[src/rtl/jtframe_ps2_pkg.sv]
// Shared definitions for the PS/2 host-side blocks: FSM state encoding,
// common keyboard command bytes and the frame parity helper.
package jtframe_ps2_pkg;

  typedef enum logic [2:0] {
    IDLE,
    INHIBIT,
    REQ,
    SHIFT,
    ACK,
    WAITIDLE
  } ps2_tx_state_t;

  // Keyboard command bytes
  localparam logic [7:0] ED = 8'hED;  // set LEDs
  localparam logic [7:0] F4 = 8'hF4;  // enable scanning
  localparam logic [7:0] FF = 8'hFF;  // reset

  // PS/2 frames carry odd parity over the eight data bits
  function automatic logic odd_parity(input logic [7:0] b);
    return ~^b;
  endfunction

endpackage

[src/rtl/jtframe_ps2_sync.sv]
// Conditions one asynchronous PS/2 pad input: 2-FF synchronizer, 3-sample
// majority deglitch filter and falling-edge detector on the filtered level.
// Ports:
//   i_clk, i_rst : system clock, asynchronous active-high reset
//   i_pad        : raw pad level (asynchronous)
//   o_filt       : synchronized, filtered level (idles high)
//   o_fall       : 1 while filtered level was 1 last cycle and is 0 now
module jtframe_ps2_sync (
  input  logic i_clk,
  input  logic i_rst,
  input  logic i_pad,
  output logic o_filt,
  output logic o_fall
);

  logic r_meta, r_sync, r_h1, r_h2, r_filt, r_filt_d;
  logic w_maj;

  assign w_maj = (r_sync & r_h1) | (r_sync & r_h2) | (r_h1 & r_h2);

  // Reset to the released (high) bus level so no fall is seen out of reset
  always_ff @(posedge i_clk or posedge i_rst) begin
    if (i_rst) begin
      r_meta   <= 1'b1;
      r_sync   <= 1'b1;
      r_h1     <= 1'b1;
      r_h2     <= 1'b1;
      r_filt   <= 1'b1;
      r_filt_d <= 1'b1;
    end else begin
      r_meta   <= i_pad;
      r_sync   <= r_meta;
      r_h1     <= r_sync;
      r_h2     <= r_h1;
      r_filt   <= w_maj;
      r_filt_d <= r_filt;
    end
  end

  assign o_filt = r_filt;
  assign o_fall = r_filt_d & ~r_filt;

endmodule

[src/rtl/jtframe_ps2_tx.sv]
// PS/2 host-to-device transmitter: sends one command byte to the keyboard
// over the open-drain PS/2 clock/data lines and checks the device ACK.
// Ports:
//   clk, rst                : system clock, asynchronous active-high reset
//   ps2_clk_in, ps2_data_in : pad inputs (asynchronous)
//   ps2_clk_oe, ps2_data_oe : 1 = pull the line low, 0 = release
//   tx_data, tx_valid       : byte and send request, taken when tx_ready
//   tx_ready                : high only in IDLE
//   busy                    : high outside IDLE; gates the PS/2 receiver
//   done, err               : 1-cycle pulses, ACK received / failed frame
module jtframe_ps2_tx #(
  parameter int CLK_KHZ    = 48000,
  parameter int INHIBIT_US = 100,
  parameter int TIMEOUT_MS = 15
) (
  input  logic       clk,
  input  logic       rst,
  input  logic       ps2_clk_in,
  input  logic       ps2_data_in,
  output logic       ps2_clk_oe,
  output logic       ps2_data_oe,
  input  logic [7:0] tx_data,
  input  logic       tx_valid,
  output logic       tx_ready,
  output logic       busy,
  output logic       done,
  output logic       err
);
  import jtframe_ps2_pkg::*;

  localparam int INH_CYC = CLK_KHZ * INHIBIT_US / 1000;
  localparam int TO_CYC  = CLK_KHZ * TIMEOUT_MS;
  localparam int INH_W   = $clog2(INH_CYC + 1);
  localparam int TO_W    = $clog2(TO_CYC + 1);
  localparam logic [INH_W-1:0] INH_LAST = INH_W'(INH_CYC - 1);
  localparam logic [TO_W-1:0]  TO_LAST  = TO_W'(TO_CYC - 1);

  ps2_tx_state_t    r_state;
  logic             r_clk_oe, r_data_oe, r_done, r_err;
  logic [9:0]       r_frame;   // {stop, parity, d7..d0}, shifted out LSB first
  logic [3:0]       r_bitcnt;
  logic [INH_W-1:0] r_inh;
  logic [TO_W-1:0]  r_to;

  logic w_clk, w_fall, w_dat, w_dat_fall_unused, w_to_run;

  jtframe_ps2_sync u_sync_clk (
    .i_clk  (clk),
    .i_rst  (rst),
    .i_pad  (ps2_clk_in),
    .o_filt (w_clk),
    .o_fall (w_fall)
  );

  jtframe_ps2_sync u_sync_dat (
    .i_clk  (clk),
    .i_rst  (rst),
    .i_pad  (ps2_data_in),
    .o_filt (w_dat),
    .o_fall (w_dat_fall_unused)
  );

  assign w_to_run = (r_state == REQ) || (r_state == SHIFT) ||
                    (r_state == ACK) || (r_state == WAITIDLE);

  always_ff @(posedge clk or posedge rst) begin
    if (rst) begin
      r_state   <= IDLE;
      r_clk_oe  <= 1'b0;
      r_data_oe <= 1'b0;
      r_done    <= 1'b0;
      r_err     <= 1'b0;
      r_frame   <= '1;
      r_bitcnt  <= '0;
      r_inh     <= '0;
      r_to      <= '0;
    end else begin
      r_done <= 1'b0;
      r_err  <= 1'b0;
      if (w_to_run) r_to <= r_to + 1'b1;

      // Timeout is checked ahead of the per-state logic so it wins over a fall
      if (w_to_run && r_to == TO_LAST) begin
        r_clk_oe  <= 1'b0;
        r_data_oe <= 1'b0;
        r_err     <= 1'b1;
        r_state   <= IDLE;
      end else begin
        case (r_state)
          IDLE: begin
            if (tx_valid) begin
              r_frame  <= {1'b1, odd_parity(tx_data), tx_data};
              r_bitcnt <= '0;
              r_inh    <= '0;
              r_to     <= '0;
              r_clk_oe <= 1'b1;
              r_state  <= INHIBIT;
            end
          end
          INHIBIT: begin
            if (r_inh == INH_LAST) begin
              r_clk_oe  <= 1'b0;
              r_data_oe <= 1'b1;  // start bit
              r_to      <= '0;
              r_state   <= REQ;
            end else begin
              r_inh <= r_inh + 1'b1;
            end
          end
          REQ: begin
            if (w_fall) begin
              r_data_oe <= ~r_frame[0];
              r_frame   <= {1'b1, r_frame[9:1]};
              r_bitcnt  <= 4'd1;
              r_state   <= SHIFT;
            end
          end
          SHIFT: begin
            // Stop bit is a 1 in the frame, so it releases data like any other bit
            if (w_fall) begin
              r_data_oe <= ~r_frame[0];
              r_frame   <= {1'b1, r_frame[9:1]};
              r_bitcnt  <= r_bitcnt + 1'b1;
              if (r_bitcnt == 4'd9) r_state <= ACK;
            end
          end
          ACK: begin
            if (w_fall) begin
              if (!w_dat) r_done <= 1'b1;
              else        r_err  <= 1'b1;
              r_state <= WAITIDLE;
            end
          end
          WAITIDLE: begin
            if (w_clk && w_dat) r_state <= IDLE;
          end
          default: r_state <= IDLE;
        endcase
      end
    end
  end

  assign ps2_clk_oe  = r_clk_oe;
  assign ps2_data_oe = r_data_oe;
  assign done        = r_done;
  assign err         = r_err;
  assign tx_ready    = (r_state == IDLE);
  assign busy        = (r_state != IDLE);

endmodule

[config.mk]
export PLATFORM = sky130hd
export DESIGN_NAME = jtframe_ps2_tx
export DESIGN_NICKNAME = d
export VERILOG_FILES = /design/src/rtl/jtframe_ps2_pkg.sv /design/src/rtl/jtframe_ps2_sync.sv /design/src/rtl/jtframe_ps2_tx.sv
export SDC_FILE = /design/constraint.sdc
export NUM_CORES = 1
export LEC_CHECK = 0
export BUFFER_PORTS_ARGS = -buffer_cell sky130_fd_sc_hd__buf_4
export CORE_UTILIZATION = 34
export DETAILED_ROUTE_END_ITERATION = 16
export PLACE_DENSITY = 0.59
export SETUP_SLACK_MARGIN = 0.02
export SYNTH_ARGS = -nofsm -noshare
export SYNTH_HDL_FRONTEND = slang
export SYNTH_SLANG_ARGS = --single-unit
[constraint.sdc]
create_clock -name clk -period 4.57 [get_ports clk]
set_input_delay 0.457 -clock clk [delete_from_list [all_inputs] [get_ports clk]]
set_output_delay 0.457 -clock clk [all_outputs]
set_load 0.02 [all_outputs]
==> results of run 1 <==
per-stage QoR:
step	setup slack (ns)	cell area, um^2	power (uW)
4_1_cts	1.951	3739	2218
3_3_place_gp	2.008	3562	1743
5_1_grt	1.757	3739	2376
3_5_place_dp	1.968	3562	1769
2_1_floorplan	2.356	3308	1582
6_report	1.946	3739	2192
layout make-up:
cell class	instances	area, um^2
Timing Repair Buffer	22	165.2
Inverter	13	48.80
Fill cell	905	5589
Sequential cell	64	1627
Clock inverter	3	17.52
Clock buffer	13	158.9
Tap cell	129	161.4
Multi-Input combinational cell	247	1560
metal layers:
layer / GRT usage (%) / vias to the layer above
li1: - / 1219
met1: 18.74 / 1201
met2: 21.29 / 44
met3: 4.508 / 11
met4: 6.020 / 0
met5: 0 / -
final timing paths:
kind,startpoint,end,depth (start not counted)
max reg2reg,r_state[2],r_to[19],5
max in group asynchronous,rst,r_inh[12],3
min in group asynchronous,rst,r_state[2],3
max,r_state[2],r_to[19],5
min reg2reg,u_sync_dat.r_meta,u_sync_dat.r_sync,0
min,ps2_clk_in,u_sync_clk.r_meta,1
cells in the mapped netlist, drive strengths merged (3+ instances only):
library cell and instances:
a2111oi 3, a211oi 9, a21oi 11, a31oi 5, and2 3, and3 6, and4 4, buf 7
clkbuf 7, dfrtp 44, dfstp 20, ha 4, inv 13, mux2 10, nand2 44, nand2b 4
nand3 14, nand4 8, nand4b 3, nor2 33, nor3 14, o21ai 10, or3 6, xnor2 21
xor2 11
critical path, cell delays in order (launching register included):
cell	delay, ns
dfrtp_1	0.69
xor2_1	0.76
nand3_1	0.48
nor4_1	0.36
xnor2_1	0.16
nor2_1	0.05
cells by family (layout without fill, tap and decap cells):
group / Yosys count / count (layout) / share of synthesized area (%)
flops: 64 / 64 / 49.17
buf+inv: 27 / 51 / 3.669
xor+xnor: 32 / 32 / 8.472
compound gates: 49 / 49 / 10.44
mux: 12 / 12 / 4.009
simple gates: 148 / 148 / 22.13
fa+ha+maj: 6 / 6 / 2.118
sequential cells by signal, summed over array words and instances (netlist names), 3 cells and up:
register and cells:
r_frame 9, r_to 20, r_state 3, r_bitcnt 4, r_inh 13
power groups by stage:
stage | combinational, uW | sequential [uW] | clock [uW]
2_1_floorplan | 601 | 981 | 0
3_3_place_gp | 697 | 1050 | 0
3_5_place_dp | 715 | 1050 | 0
4_1_cts | 718 | 1050 | 453
5_1_grt | 812 | 1080 | 480
6_report | 710 | 1050 | 434
==> reports/metrics.cfg, run 1 <==
[min_path]
hp-class = in -> reg

[clock_tree]
cts_tree = built
numCtsBuffers = 9
worstSkewPairLatency_ns = 0.34
clkTransAtPathRegs_ns = 0.07
cts_root_buf = clkbuf_8
ctsResizeCount = 0
cts_sinks = 64
ctsHoldBuffers = 0
cts-htree-levels = 3
cts_setup_buffers = 0
clk_path_buf_depth = 2

[place]
placed_cells = 475
gp_congestion = 0.8279
io_buffer_count = 18
dp_hpwl_mm = 4.312

[yosys]
synthDistinctLibCells = 50
avgSynthCellArea_um2 = 9.787
ys_seq_area_share_pct = 49.17
synth_cells = 338
yosysWarningCount = 0
async_reset_ff_share_pct = 100.0
synth_fp_nets = 355
synth_top_area_share_pct = 33.28
synth_area_leaders = dfrtp_1 (33%), dfstp_2 (16%), xnor2_1 (5.6%), nand2_1 (5.0%), nor2_1 (3.7%)
syn_area_mm2 = 0.003308
synth-main-ff-cell = dfrtp_1
yosys.area.top_type = dfrtp_1
synth-edff-count = 0
ys_seq_elements = 64

[setup_path]
ff2ff_setup_slack_ns = 1.95
critPathRequiredTime_ns = 4.80
critPathLaunchType = flop
worst_setup_path_end_kind = flop
worst-path-max-fanout = 14
arrival_ns = 2.85
critical_path_class = reg -> reg

[power_and_ir_drop]
pwr-share-seq_pct = 47.8
p_int_uw = 1368
p_sw_uw = 824.1
leakagePower_uw = 0.001538
switching_share_pct = 37.60
p_comb_share_pct = 32.4
p_clk_share_pct = 19.8
powerDensity_mw_per_mm2 = 586.3
ir_drop_uv = 279.4

[detailed_routing]
routed-wl-met2_mm = 2.898
vias_per_cell = 5.041
routed_wl_mm = 6.376
met3_length_um = 266
drcViolationCount = 0
drtIter0Drc = 107
ant_nets = 0
drt-wirelength-per-cell_um = 12.99
firstDrtPassIters = 4
drt-met1-wl_mm = 3.081
top_layer = met4
vias = 2475

[layout]
final_cell_mix = nand2_1 (44), dfrtp_1 (44), nor2_1 (33)
drive_above_1_share_pct = 19.89
nNetsFinal = 374
num_antenna_cells = 0
final_cell_count_no_fill = 491
syn_to_final_growth_pct = 13.01
utilization_pct = 40.08

[floorplan]
row_count = 35
initial_utilization_pct = 35.47
dieArea_mm2 = 0.01013
chipHeight_um = 100.6
ioPinCount = 19
core_mm2 = 0.009328
dieWidth_um = 100.6

[sta]
whs_ns = 0.2230
maxSlewHeadroom_pct = 40.05
tightest_slew_ns = 0.8963
min_period_ns = 2.624
final.period_utilization_pct = 57.41
maxSlewViolCount = 0
setup_viol = 0
fmax_mhz = 381.1
hold_viol = 0
setup_tns_ns = 0
skew_ns = 0.008268
rsz0062_at_grt = false

[global_routing]
grt_usage_pct = 14.14
grt_pass1_vias = 2359
antenna_found_initial = 0
gr-total-overflow = 0
grt_max_degree = 65
grt_pass1_wl_mm = 11.06

[flow_run]
cap_violations = 0

[run_status]
status = finished clean

(Power assumes the default switching activity.)
==> run 2: changes to the inputs <==
clock period = 2.45 ns   (was 4.57 ns; I/O delays follow)
==> run 2 against run 1 <==
Against the previous run:
- register-to-register slack got worse by 1.8 ns
- sequential share of layout area decreased by 1.8 points
- fmax increased by 12%
- via count increased by 3.0%
- sequential power increased by 82%
- clock skew decreased by 0.0021 ns
- die area unchanged
- worst setup slack got worse by 1.8 ns
- worst hold slack improved by 0.022 ns
- largest cell class unchanged
==> reports/metrics.cfg, run 2 (synthesis results as in run 1) <==
[floorplan]
row_count = 35
ioPinCount = 19
chipHeight_um = 100.6
core_mm2 = 0.009328
dieWidth_um = 100.6
initial_utilization_pct = 35.47
dieArea_mm2 = 0.01013

[setup_path]
critPathLaunchType = flop
ff2ff_path_depth = 5
rr_endpoint = r_to[14]
worstReg2RegStart = r_inh[8]
worst-path-max-fanout = 14
ff2ff_setup_slack_ns = 0.1
slowest_stage = or4b_1
cp_cell_sequence = or4b_1, or4_4, a2111oi_4, buf_6, nor2_1
arrival_ns = 2.58
critical_path_class = reg -> reg
path_buf_inv = 1
max_stage_delay_ns = 0.57
critPathRequiredTime_ns = 2.68
crit_family = simple AND/OR/NAND/NOR gates
worst_setup_path_end_kind = flop

[clock_tree]
clkTransAtPathRegs_ns = 0.07
cts-htree-levels = 3
cts_root_buf = clkbuf_8
clk_path_buf_depth = 2
numCtsBuffers = 9
cts_sinks = 64
worstSkewPairLatency_ns = 0.34
cts_tree = built

[layout]
syn_to_final_growth_pct = 17.81
drive_above_1_share_pct = 22.75
utilization_pct = 41.78
largest_reg_flops = 20
num_antenna_cells = 0
final_cell_count_no_fill = 507
top_regs = r_to: 20 flops, r_inh: 13 flops, r_frame: 9 flops
largest-register = r_to
fill_cells = 900
final_cell_mix = nand2_1 (44), dfrtp_1 (44), buf_4 (34)
nNetsFinal = 390

[global_routing]
gr-total-overflow = 0
grt_max_degree = 26
grt_usage_pct = 15.01
grt_pass1_wl_mm = 11.95
grt_pass1_vias = 2531
antenna_found_initial = 0

[power_and_ir_drop]
leakagePower_uw = 0.001620
powerDensity_mw_per_mm2 = 1098
total_power_uw = 4279
ir_drop_uv = 499.0

[sta]
rsz0062_at_grt = true
skew_ns = 0.006217
maxSlewViolCount = 0
setup_tns_ns = 0
setup_viol = 0
min_period_ns = 2.352
tightest_slew_ns = 0.5086
hold_viol = 0
final.period_utilization_pct = 96.00
maxSlewHeadroom_pct = 65.22
fmax_mhz = 425.2

[detailed_routing]
routed_wl_mm = 6.665
drcViolationCount = 0
firstDrtPassIters = 4
ant_nets = 0
vias = 2550
drtIter0Drc = 121
drt-wirelength-per-cell_um = 13.15
vias_per_cell = 5.030

[min_path]
min_from = tx_data[4]
hold_depth = 4
hp-class = in -> reg
min_to = r_frame[4]

[flow_run]
cap_violations = 0

[run_status]
status = finished clean

[place]
io_buffer_count = 18
gp_congestion = 0.7927
placed_cells = 488
dp_hpwl_mm = 4.734

## run 2: changes by cell type in the layout (fill, tap and decap cells not counted), sizes merged
cell         change
buf             +13
bufinv           +1
clkinv           -1
clkbuf           -1
clkinvlp         +1
dlygate4sd3      +3
## run 2: worst max path at each step
| stage | startpoint | end | slack (ns) | depth (start not counted) |
|---|---|---|---|---|
| CTS | r_inh[8] | r_to[14] | 0.08 | 5 |
| global placement | r_inh[8] | r_to[18] | 0.11 | 5 |
| global route | r_inh[11] | r_to[16] | 0.01 | 5 |
| floorplan | r_inh[8] | r_to[0] | 0.24 | 5 |
| finish | r_inh[8] | r_to[14] | 0.1 | 5 |
| detailed placement | r_inh[8] | r_to[14] | 0.09 | 5 |
## run 2: power by group
| group | total [uW] | internal, uW | switching [uW] | leakage (uW) |
|---|---|---|---|---|
| combinational | 1460 | 687 | 773 | 0.000756 |
| clock | 908 | 500 | 408 | 0.0000928 |
| sequential | 1910 | 1520 | 393 | 0.000771 |
## run 2: cell type report
class	count	area (um^2)	share of cell area (%)
flip-flops and latches	64	1627	41.73
multi-input cells	247	1565	40.16
repair buffers	38	296.5	7.608
well taps	129	161.4	4.141
clock buffers	12	145.1	3.724
clock inverters	4	53.80	1.380
inverters	13	48.80	1.252
## run 2: metrics by stage
step | worst slack [ns] | hold slack [ns] | instance area, um^2
after detailed placement | 0.09426 | 0.2839 | 3660
final | 0.09803 | 0.2454 | 3897
after global placement | 0.1086 | 0.2760 | 3660
after global routing | 0.01037 | 0.2594 | 3897
after floorplan | 0.2359 | 0.2495 | 3308
after CTS | 0.08169 | 0.2385 | 3889
## run 2: per-layer routing
layer  track usage, %  routed length, um  vias up  part of all wire, %
met5                0                  0        -                    0
met4            4.348                 77        0                  1.2
met3            4.092                187        8                  2.8
met2            22.66               3011       31                   45
met1            21.05               3389     1258                   51
li1                 -                  -     1253                    -
## run 2: worst min-delay path, cell delays in order
cell     delay, ns
buf_4         0.09
nand2_1       0.04
nand2_1       0.05
mux2_2        0.13
## run 2: what timing repair did
item,4_1_cts,5_1_grt
endpoints found under the setup margin,0,11
setup buffers,0,0
gates resized for setup,0,2
hold buffers,3,0
endpoints found under the hold margin,15,0
==> run 3: changes to the inputs <==
--- a/constraint.sdc
+++ b/constraint.sdc
@@ -3,2 +3,2 @@
 set_output_delay 0.245 -clock clk [all_outputs]
-set_load 0.02 [all_outputs]
+set_load 0.05 [all_outputs]
==> run 3 against run 2 <==
Against the previous run:
- global-route usage decreased by 0.26 points
- combinational power increased by 8%
- non-clock buffer count increased by 3
- wire length increased by 2.4%
- flip-flop and latch count unchanged
- count of clock-buffer cells in the layout unchanged
- final area increased by 0.64%
- the run now ends with hold timing left
- clock power decreased by 6.1%
- clock skew decreased by 0.00061 ns
==> reports/metrics.cfg, run 3 (synthesis results as in run 1) <==
[sta]
skew_ns = 0.005602
whs_ns = -0.0002037
setup_viol = 0
final.period_utilization_pct = 98.38
maxSlewViolCount = 0
maxSlewHeadroom_pct = 57.57
tightest_slew_ns = 0.6355
min_period_ns = 2.410
rsz0062_at_grt = true
hold_viol = 1
fmax_mhz = 414.9

[power_and_ir_drop]
p_int_uw = 2713
leakagePower_uw = 0.001642
ir_drop_uv = 514.0
p_comb_share_pct = 36.2
switching_share_pct = 37.68
p_sw_uw = 1640
powerDensity_mw_per_mm2 = 1110
p_clk_share_pct = 19.6
pwr-share-seq_pct = 44.2

[layout]
largest_reg_flops = 20
nNetsFinal = 393
final_cell_count_no_fill = 510
final_cell_mix = nand2_1 (44), dfrtp_1 (44), buf_4 (36)
fill_cells = 909
top_regs = r_to: 20 flops, r_inh: 13 flops, r_frame: 9 flops
num_antenna_cells = 0
multi_input_area_mm2 = 0.001577
final_cell_area_mm2 = 0.003923
drive_above_1_share_pct = 24.15
regArea_mm2 = 0.001627
largest-register = r_to
syn_to_final_growth_pct = 18.57

[detailed_routing]
vias = 2588
ant_nets = 0
routed_wl_mm = 6.822
drt-wirelength-per-cell_um = 13.38
firstDrtPassIters = 4
drtIter0Drc = 145
drcViolationCount = 0
vias_per_cell = 5.075

[floorplan]
initial_utilization_pct = 35.47
dieWidth_um = 100.6
dieArea_mm2 = 0.01013
row_count = 35
chipHeight_um = 100.6
ioPinCount = 19
core_mm2 = 0.009328

[setup_path]
slowest_stage = or4b_4
critPathRequiredTime_ns = 2.67
max_stage_delay_ns = 0.55
worst_setup_path_end_kind = flop
worst-path-max-fanout = 7
path_buf_inv = 2
critical_path_class = reg -> reg
arrival_ns = 2.63
crit_cells = 6
cp_cell_sequence = or4b_4, or4_4, a2111oi_4, buf_4, buf_6, a21oi_1
ff2ff_path_depth = 6
critPathLaunchType = flop
crit_family = simple AND/OR/NAND/NOR gates

[global_routing]
grt_pass1_vias = 2498
grt_max_degree = 37
grt_usage_pct = 14.75
antenna_found_initial = 0
gr-total-overflow = 0
grt_pass1_wl_mm = 11.65

[run_status]
failed_checks = hold timing
status = finished, violations left

[place]
gp_congestion = 0.8579
io_buffer_count = 18
place_area_mm2 = 0.003662
placed_cells = 486
dp_hpwl_mm = 4.591

[clock_tree]
numCtsBuffers = 9
cts_tree = built
clk_path_buf_depth = 2
cts_root_buf = clkbuf_8
clkTransAtPathRegs_ns = 0.07
cts_sinks = 64
worstSkewPairLatency_ns = 0.34
cts-htree-levels = 3

[flow_run]
cap_violations = 0

[min_path]
hp-class = in -> async

==> run 3: per-stage QoR <==
stage | setup TNS, ns | util, % | worst slack [ns] | hold slack [ns] | power [uW]
CTS | 0 | 41.41 | 0.06038 | 0.01147 | 4326
global route | -0.01015 | 42.05 | -0.005438 | 0.04540 | 4680
floorplan | 0 | - | 0.2300 | 0.2495 | 3004
detailed placement | 0 | 39.26 | 0.07245 | 0.3470 | 3442
finish | 0 | 42.05 | 0.03973 | -0.0002037 | 4353
global placement | 0 | 39.26 | 0.1067 | 0.3454 | 3384
==> run 3: worst reg2reg max path: stages, from the launching register on <==
cell	delay [ns]
dfrtp_1	0.38
or4b_4	0.55
or4_4	0.55
a2111oi_4	0.46
buf_4	0.18
buf_6	0.12
a21oi_1	0.05
==> run 3: power groups by stage <==
stage	clock network, uW	registers (uW)	logic [uW]
after floorplan	0	1860	1140
after global placement	0	1920	1470
after detailed placement	0	1930	1510
after CTS	885	1920	1520
after global routing	927	1990	1770
final	853	1930	1570
==> run 3: timing repair <==
action / CTS / global route
endpoints found under the setup margin: 0 / 16
hold buffers: 2 / 0
gates resized for setup: 0 / 5
endpoints found under the hold margin: 2 / 0
buffers inserted: 0 / 5
==> run 3: path summary, 6_finish.rpt <==
path                            slack [ns]              start                end
worst min-delay path               -0.0002                rst        r_bitcnt[3]
max in group asynchronous             1.79                rst    u_sync_dat.r_h1
worst min register to register        0.36  u_sync_dat.r_meta  u_sync_dat.r_sync
worst max register to register        0.04           r_inh[8]            r_to[9]
min in group clk                      0.24         tx_data[4]         r_frame[4]
worst max-delay path                  0.04           r_inh[8]            r_to[9]
==> run 3: layout make-up <==
cell class	instances	share of cell area [%]
clock buffer	12	3.445
clock inverter	4	1.148
inverter	13	1.244
multi-input combinational	247	40.19
sequential	64	41.47
tap	129	4.115
timing repair buffer	41	8.389
==> run 3: metal layers <==
| layer | part of all wire, % | routed length, um | GRT usage [%] | up-vias |
|---|---|---|---|---|
| met3 | 3.4 | 230 | 4.646 | 7 |
| met2 | 46 | 3160 | 23.18 | 42 |
| met4 | 1.4 | 93 | 4.794 | 0 |
| met1 | 49 | 3338 | 19.34 | 1281 |
| li1 | - | - | - | 1258 |
| met5 | 0 | 0 | 0 | - |
